### config.mk
export PLATFORM = sky130hd
export DESIGN_NAME = alu_sequencer_flat
export DESIGN_NICKNAME = d
export VERILOG_FILES = /design/src/rtl/alu_seq_pkg.sv /design/src/rtl/alu_seq_if.sv /design/src/rtl/alu_seq_fsm.sv /design/src/rtl/alu_sequencer.sv /design/src/flat_wrapper.sv
export SDC_FILE = /design/constraint.sdc
export NUM_CORES = 1
export LEC_CHECK = 0
export BUFFER_PORTS_ARGS = -buffer_cell sky130_fd_sc_hd__buf_2
export CAP_MARGIN = 0
export CORE_ASPECT_RATIO = 1.2
export CORE_UTILIZATION = 45
export DETAILED_ROUTE_END_ITERATION = 12
export GPL_ROUTABILITY_DRIVEN = 0
export PLACE_DENSITY = 0.78
export SLEW_MARGIN = 30
export SYNTH_ARGS = -nofsm -noshare
export SYNTH_HDL_FRONTEND = slang
export SYNTH_SLANG_ARGS = --single-unit
### constraint.sdc
create_clock -name clk -period 1.35 [get_ports clk]
set_input_delay 0.2025 -clock clk [delete_from_list [all_inputs] [get_ports clk]]
set_output_delay 0.2025 -clock clk [all_outputs]
set_load 0.05 [all_outputs]
### src/rtl/alu_seq_pkg.sv
// Shared types and defaults for the ALU datapath sequencer.
// Holds the state encoding, the registered control word and its state decode.
package alu_seq_pkg;

   localparam int DATA_W   = 16;
   localparam int SEL_W    = 3;
   localparam int IDLE_SEL = 0;

   typedef enum logic [2:0] {
      IDLE,
      LD_A,
      LD_B,
      EXEC,
      WB,
      RESP
   } state_t;

   typedef struct packed {
      logic req_ready;
      logic rsp_valid;
      logic r0en;
      logic r1en;
      logic r2en;
      logic alu_out_en;
      logic opnd_en;
      logic opnd_sel_b;
      logic sel_en;
      logic capture_en;
   } ctrl_t;

   // One bus driver at most per state; a chained LD_A borrows the result tristate instead of the operand.
   function automatic ctrl_t decode(input state_t s, input logic chain);
      ctrl_t c;
      c = '0;
      unique case (s)
         IDLE: c.req_ready = 1'b1;
         LD_A: begin
            c.r0en   = 1'b1;
            c.sel_en = 1'b1;
            if (chain) c.alu_out_en = 1'b1;
            else       c.opnd_en    = 1'b1;
         end
         LD_B: begin
            c.r1en       = 1'b1;
            c.opnd_en    = 1'b1;
            c.opnd_sel_b = 1'b1;
            c.sel_en     = 1'b1;
         end
         EXEC: begin
            c.r2en   = 1'b1;
            c.sel_en = 1'b1;
         end
         WB: begin
            c.alu_out_en = 1'b1;
            c.capture_en = 1'b1;
            c.sel_en     = 1'b1;
         end
         RESP:    c.rsp_valid = 1'b1;
         default: c = '0;
      endcase
      return c;
   endfunction

endpackage

### src/rtl/alu_seq_if.sv
// Request/response handshake bundle between the host logic and the ALU sequencer.
interface alu_seq_if
   import alu_seq_pkg::*;
#(
   parameter int DATA_W = alu_seq_pkg::DATA_W,
   parameter int SEL_W  = alu_seq_pkg::SEL_W
);

   logic              req_valid;
   logic              req_ready;
   logic [SEL_W-1:0]  req_sel;
   logic [DATA_W-1:0] req_a;
   logic [DATA_W-1:0] req_b;
   logic              req_chain;
   logic              rsp_valid;
   logic              rsp_ready;
   logic [DATA_W-1:0] rsp_data;

   modport master (
      output req_valid, req_sel, req_a, req_b, req_chain, rsp_ready,
      input  req_ready, rsp_valid, rsp_data
   );

   modport slave (
      input  req_valid, req_sel, req_a, req_b, req_chain, rsp_ready,
      output req_ready, rsp_valid, rsp_data
   );

endinterface

### src/rtl/alu_seq_fsm.sv
// Sequencer state machine; every control output is a flop loaded from the decode of the next state.
// Chained operand A is built in only when ALU_SEQ_CHAIN_EN is defined.
module alu_seq_fsm
   import alu_seq_pkg::*;
(
   input  logic  clk,
   input  logic  rst,
   input  logic  req_valid,
   input  logic  req_chain,
   input  logic  rsp_ready,
   output ctrl_t ctrl
);

`ifdef ALU_SEQ_CHAIN_EN
   localparam bit CHAIN_EN = 1'b1;
`else
   localparam bit CHAIN_EN = 1'b0;
`endif

   state_t state;
   state_t state_nx;
   ctrl_t  ctrl_nx;

   always_ff @(posedge clk) begin
      if (!rst) begin
         state <= IDLE;
         ctrl  <= decode(IDLE, 1'b0);
      end else begin
         state <= state_nx;
         ctrl  <= ctrl_nx;
      end
   end

   // LD_A is entered only from IDLE, so the live req_chain is the value being accepted.
   always_comb begin
      state_nx = state;
      unique case (state)
         IDLE:    if (req_valid) state_nx = LD_A;
         LD_A:    state_nx = LD_B;
         LD_B:    state_nx = EXEC;
         EXEC:    state_nx = WB;
         WB:      state_nx = RESP;
         RESP:    if (rsp_ready) state_nx = IDLE;
         default: state_nx = IDLE;
      endcase
      ctrl_nx = decode(state_nx, req_chain && CHAIN_EN);
   end

endmodule

### src/rtl/alu_sequencer.sv
// Control sequencer for the ALU datapath: latches one request, steps the datapath enables, returns the bus result.
// Define ALU_SEQ_CHAIN_EN to let a request reuse the previous result as operand A.
module alu_sequencer
   import alu_seq_pkg::*;
#(
   parameter int DATA_W = alu_seq_pkg::DATA_W,
   parameter int SEL_W  = alu_seq_pkg::SEL_W
)(
   input  logic              clk,
   input  logic              rst,
   alu_seq_if.slave          host,
   output logic [DATA_W-1:0] opnd_out,
   output logic              opnd_en,
   input  logic [DATA_W-1:0] bus,
   output logic              r0en,
   output logic              r1en,
   output logic              r2en,
   output logic              aluOutEn,
   output logic [SEL_W-1:0]  ALU_Sel
);

   ctrl_t             ctrl;
   logic [DATA_W-1:0] a_q;
   logic [DATA_W-1:0] b_q;
   logic [SEL_W-1:0]  sel_q;
   logic [DATA_W-1:0] rsp_data_q;

   alu_seq_fsm u_fsm (
      .clk       (clk),
      .rst       (rst),
      .req_valid (host.req_valid),
      .req_chain (host.req_chain),
      .rsp_ready (host.rsp_ready),
      .ctrl      (ctrl)
   );

   always_ff @(posedge clk) begin
      if (!rst) begin
         a_q   <= '0;
         b_q   <= '0;
         sel_q <= '0;
      end else if (ctrl.req_ready && host.req_valid) begin
         a_q   <= host.req_a;
         b_q   <= host.req_b;
         sel_q <= host.req_sel;
      end
   end

   // The result register only moves on the WB edge, so it stays put while RESP waits.
   always_ff @(posedge clk) begin
      if (!rst) begin
         rsp_data_q <= '0;
      end else if (ctrl.capture_en) begin
         rsp_data_q <= bus;
      end
   end

   assign host.req_ready = ctrl.req_ready;
   assign host.rsp_valid = ctrl.rsp_valid;
   assign host.rsp_data  = rsp_data_q;

   assign opnd_en  = ctrl.opnd_en;
   assign opnd_out = !ctrl.opnd_en ? '0 : (ctrl.opnd_sel_b ? b_q : a_q);
   assign r0en     = ctrl.r0en;
   assign r1en     = ctrl.r1en;
   assign r2en     = ctrl.r2en;
   assign aluOutEn = ctrl.alu_out_en;
   assign ALU_Sel  = ctrl.sel_en ? sel_q : SEL_W'(IDLE_SEL);

endmodule

### src/flat_wrapper.sv
// flat-port wrapper written by rule: the top's interface ports become plain ports
module alu_sequencer_flat import alu_seq_pkg::*;
#(
   parameter int DATA_W = alu_seq_pkg::DATA_W,
   parameter int SEL_W  = alu_seq_pkg::SEL_W
)
  (clk, rst, opnd_out, opnd_en, bus, r0en, r1en, r2en, aluOutEn, ALU_Sel, host_req_valid, host_req_sel, host_req_a, host_req_b, host_req_chain, host_rsp_ready, host_req_ready, host_rsp_valid, host_rsp_data);
  alu_seq_if #(.DATA_W(DATA_W), .SEL_W(SEL_W)) host_i ();
  input  logic clk;
  input  logic rst;
  output logic [DATA_W-1:0] opnd_out;
  output logic opnd_en;
  input  logic [DATA_W-1:0] bus;
  output logic r0en;
  output logic r1en;
  output logic r2en;
  output logic aluOutEn;
  output logic [SEL_W-1:0] ALU_Sel;
  input wire logic [$bits(host_i.req_valid)-1:0] host_req_valid;
  input wire logic [$bits(host_i.req_sel)-1:0] host_req_sel;
  input wire logic [$bits(host_i.req_a)-1:0] host_req_a;
  input wire logic [$bits(host_i.req_b)-1:0] host_req_b;
  input wire logic [$bits(host_i.req_chain)-1:0] host_req_chain;
  input wire logic [$bits(host_i.rsp_ready)-1:0] host_rsp_ready;
  output wire logic [$bits(host_i.req_ready)-1:0] host_req_ready;
  output wire logic [$bits(host_i.rsp_valid)-1:0] host_rsp_valid;
  output wire logic [$bits(host_i.rsp_data)-1:0] host_rsp_data;
  assign host_i.req_valid = host_req_valid;
  assign host_i.req_sel = host_req_sel;
  assign host_i.req_a = host_req_a;
  assign host_i.req_b = host_req_b;
  assign host_i.req_chain = host_req_chain;
  assign host_i.rsp_ready = host_rsp_ready;
  assign host_req_ready = host_i.req_ready;
  assign host_rsp_valid = host_i.rsp_valid;
  assign host_rsp_data = host_i.rsp_data;
  alu_sequencer #(.DATA_W(DATA_W), .SEL_W(SEL_W)) u_core (.clk(clk), .rst(rst), .host(host_i), .opnd_out(opnd_out), .opnd_en(opnd_en), .bus(bus), .r0en(r0en), .r1en(r1en), .r2en(r2en), .aluOutEn(aluOutEn), .ALU_Sel(ALU_Sel));
endmodule
==> qor.csv <==
stage,metric,value,unit
detailed_routing,avgRoutedWirePerCell,12.6,µm
floorplanning,die_h,82.9,µm
detailed_routing,drt_iter0_markers,96,
timing,whs,0.106,ns
floorplanning,ios,98,
detailed_routing,dr.pass1.iters,4,
power,power_density,1290,mW/mm²
detailed_routing,postRouteAntennaNets,0,
synth,synth_nets,337,
global_routing,top_usage_layer,met2,
power,power_frac_comb,0.171,
synth,netlist.area_leader.share,0.506,
power,p_sw,1.21,mW
timing,period_minus_slack,1.57,ns
synth,netlist_area,0.00245,mm²
synth,synth_area_per_cell,8.73,µm²
placed_design,io_buffers,96,
worst_setup_path,crit_start,u_core.u_fsm.ctrl[2],
global_routing,grt_pass1_wl,9440,µm
worst_setup_path,critPathCapture,opnd_out[9],
timing,worst_slew_pin_slew,0.351,ns
job,maxCapViolations,0,
detailed_routing,route.vias.total,2227,
run_status,violations,negative setup slack,
timing,skew,0.00423,ns
placed_design,hpwlAfterDp,3640,µm
clock_network,cts_made_buffers,9,
synth,ys_seq_elements,62,
worst_setup_path,r2r_slack,0.25,ns
detailed_routing,routed_wl,5620,µm
min_path,min_path_type,in2reg,
detailed_routing,route.detailed.drc,0,
cells_and_area,diodes,0,
clock_network,clockRootBuffer,clkbuf_8,
worst_setup_path,r2r-end,u_core.u_fsm.ctrl[9],
cells_and_area,postLayoutCoreUtil,0.694,
power,ir_drop,0.000827,V
timing,finalSetupViolCount,16,
timing,slew_headroom,0.766,
run_status,status,"finished, violations left",
power,switching_share,0.257,
worst_setup_path,crit_required,1.15,ns
synth,yosys_warnings,0,
worst_setup_path,cp_max_fo,7,
synth,syn_inst,281,
power,pwr-share-clk,0.393,
cells_and_area,drive_above_1_share,0.406,
cells_and_area,final_cell_mix,"78 x buf_2, 75 x nand2_1, 59 x dfxtp_1",
clock_network,cts_num_sinks,62,
floorplanning,rows,29,
synth,yosys-top-cells-area,"dfxtp_1 51%, mux2i_1 13%, nand2_1 11%",
worst_setup_path,critPathArrivalTime,1.37,ns
power,p_leak,1.51,nW
synth,ys_seq_area_frac,0.506,
clock_network,clock_path_buffers,2,
floorplanning,core-area,0.00526,mm²
timing,post-route-period-util,1.16,
floorplanning,die-area,0.00575,mm²
floorplanning,start_util,0.466,
clock_network,h-tree-depth,3,
global_routing,antenna_found_initial,0,
global_routing,grt_use_met1,0.224,
worst_setup_path,worstSetupPathType,reg2out,
global_routing,grt-ovfl-total,0,
synth,ys_types,21,
worst_setup_path,reg2reg_depth,2,
cells_and_area,fin_cells,446,
worst_setup_path,r2r-start,u_core.u_fsm.state[0],
global_routing,grt.total_usage,0.209,
cells_and_area,nets,435,
timing,worst_slack,-0.221,ns
power,power_frac_seq,0.436,
timing,max_freq,636,MHz
clock_network,clkTransAtPathRegs,0.07,ns
global_routing,grt_util_met2,0.378,
timing,grt_setup_unrepaired,true,
clock_network,clk_latency,0.33,ns
synth,yosysTopAreaCell,dfxtp_1,
floorplanning,die_w,69.4,µm
placed_design,dpl.cell_count,428,
global_routing,grt_max_degree,36,
worst_setup_path,end_kind,output pin,
cells_and_area,area_delta_synth_final,48.8,%
worst_setup_path,startpoint_type,flip-flop,
timing,slew_viol_final,0,
global_routing,grtUsageMet3,0.0583,
power,p_int,3.50,mW
detailed_routing,vias_per_cell,4.99,
cells_and_area,layout.cells.most_common,buf_2,
clock_network,cts_tree,yes,
global_routing,grt_pass1_vias,2184,
timing,hold_viol_final,0,
## worst min-delay path by stage
stage,from,slack [ns],cells after the start,to
final,host_req_a[2],0.11,3,u_core.a_q[2]
after global routing,bus[10],0.1,3,u_core.host.rsp_data[10]
after CTS,bus[10],0.09,3,u_core.host.rsp_data[10]
after detailed placement,u_core.sel_q[0],0.45,2,u_core.sel_q[0]
after global placement,bus[6],0.43,3,u_core.host.rsp_data[6]
after floorplan,host_req_valid,0.32,2,u_core.u_fsm.ctrl[1]
## Yosys cell counts
master    count
nand2_1      75
dfxtp_1      62
a21oi_1      36
mux2i_1      32
nor2_1       23
nor2b_1      17
buf_2         6
clkbuf_1      6
and2_1        4
buf_4         4
buf_6         3
and3_1        2
nand2b_1      2
nor3b_1       2
a221o_1       1
and4b_1       1
inv_2         1
nand3b_1      1
nor3_1        1
o2111a_1      1
xnor2_1       1
## layout make-up
type / count / area (µm²)
inverters: 1 / 3.75
fillers: 409 / 1610
clock inverters: 3 / 65.1
flip-flops and latches: 62 / 1250
clock buffers: 13 / 169
repair buffers: 106 / 742
multi-input cells: 199 / 1340
well taps: 62 / 77.6
## power groups by stage
stage,clock network [mW],registers [mW],logic (mW)
after CTS,1.89,2.05,0.792
after global routing,1.96,2.07,0.870
after global placement,0,2.06,0.681
final,1.85,2.05,0.805
after detailed placement,0,2.07,0.693
after floorplan,0,2.10,0.459
## state kept, by name (all words and copies together) (netlist names)
signal and cells:
u_core.a_q 16, u_core.u_fsm.ctrl 8, u_core.u_fsm.state 3, u_core.sel_q 3, u_core.b_q 16, u_core.host.rsp_data 16
## per-stage QoR
stage	area [µm²]	power [mW]	TNS, ns	setup WS, ns
2_1_floorplan	2560	2.56	0	0.00426
3_3_place_gp	3100	2.74	0	0.0933
3_5_place_dp	3100	2.76	0	0.0382
4_1_cts	3610	4.73	-3.31	-0.234
5_1_grt	3650	4.90	-3.82	-0.280
6_report	3650	4.71	-3.04	-0.221
## routing by layer
| layer | up-vias | share of wire |
|---|---|---|
| li1 | 1112 | - |
| met2 | 63 | 0.53 |
| met3 | 6 | 0.052 |
| met1 | 1046 | 0.41 |
| met4 | 0 | 0.010 |
| met5 | - | 0 |
## worst max-delay path, stage by stage (launching register included)
cell and delay [ns]:
dfxtp_4 0.40, buf_12 0.17, mux2i_4 0.26, nor2b_4 0.05
buf_6 0.15
## logic make-up after synthesis
kind of cell,share of synthesized area
AND/OR/NAND/NOR,0.229
multiplexers,0.131
flip-flops,0.506
XOR/XNOR,0.00357
buffers and inverters,0.0490
AO/OA/AOI/OAI,0.0821
## repair_timing
action,in CTS,in global routing
setup endpoints to repair,17,17
hold buffers,0,0
setup buffers,1,0
resized for setup,59,7
gates cloned,1,0
No activity file was read; power rests on OpenSTA's default activity.
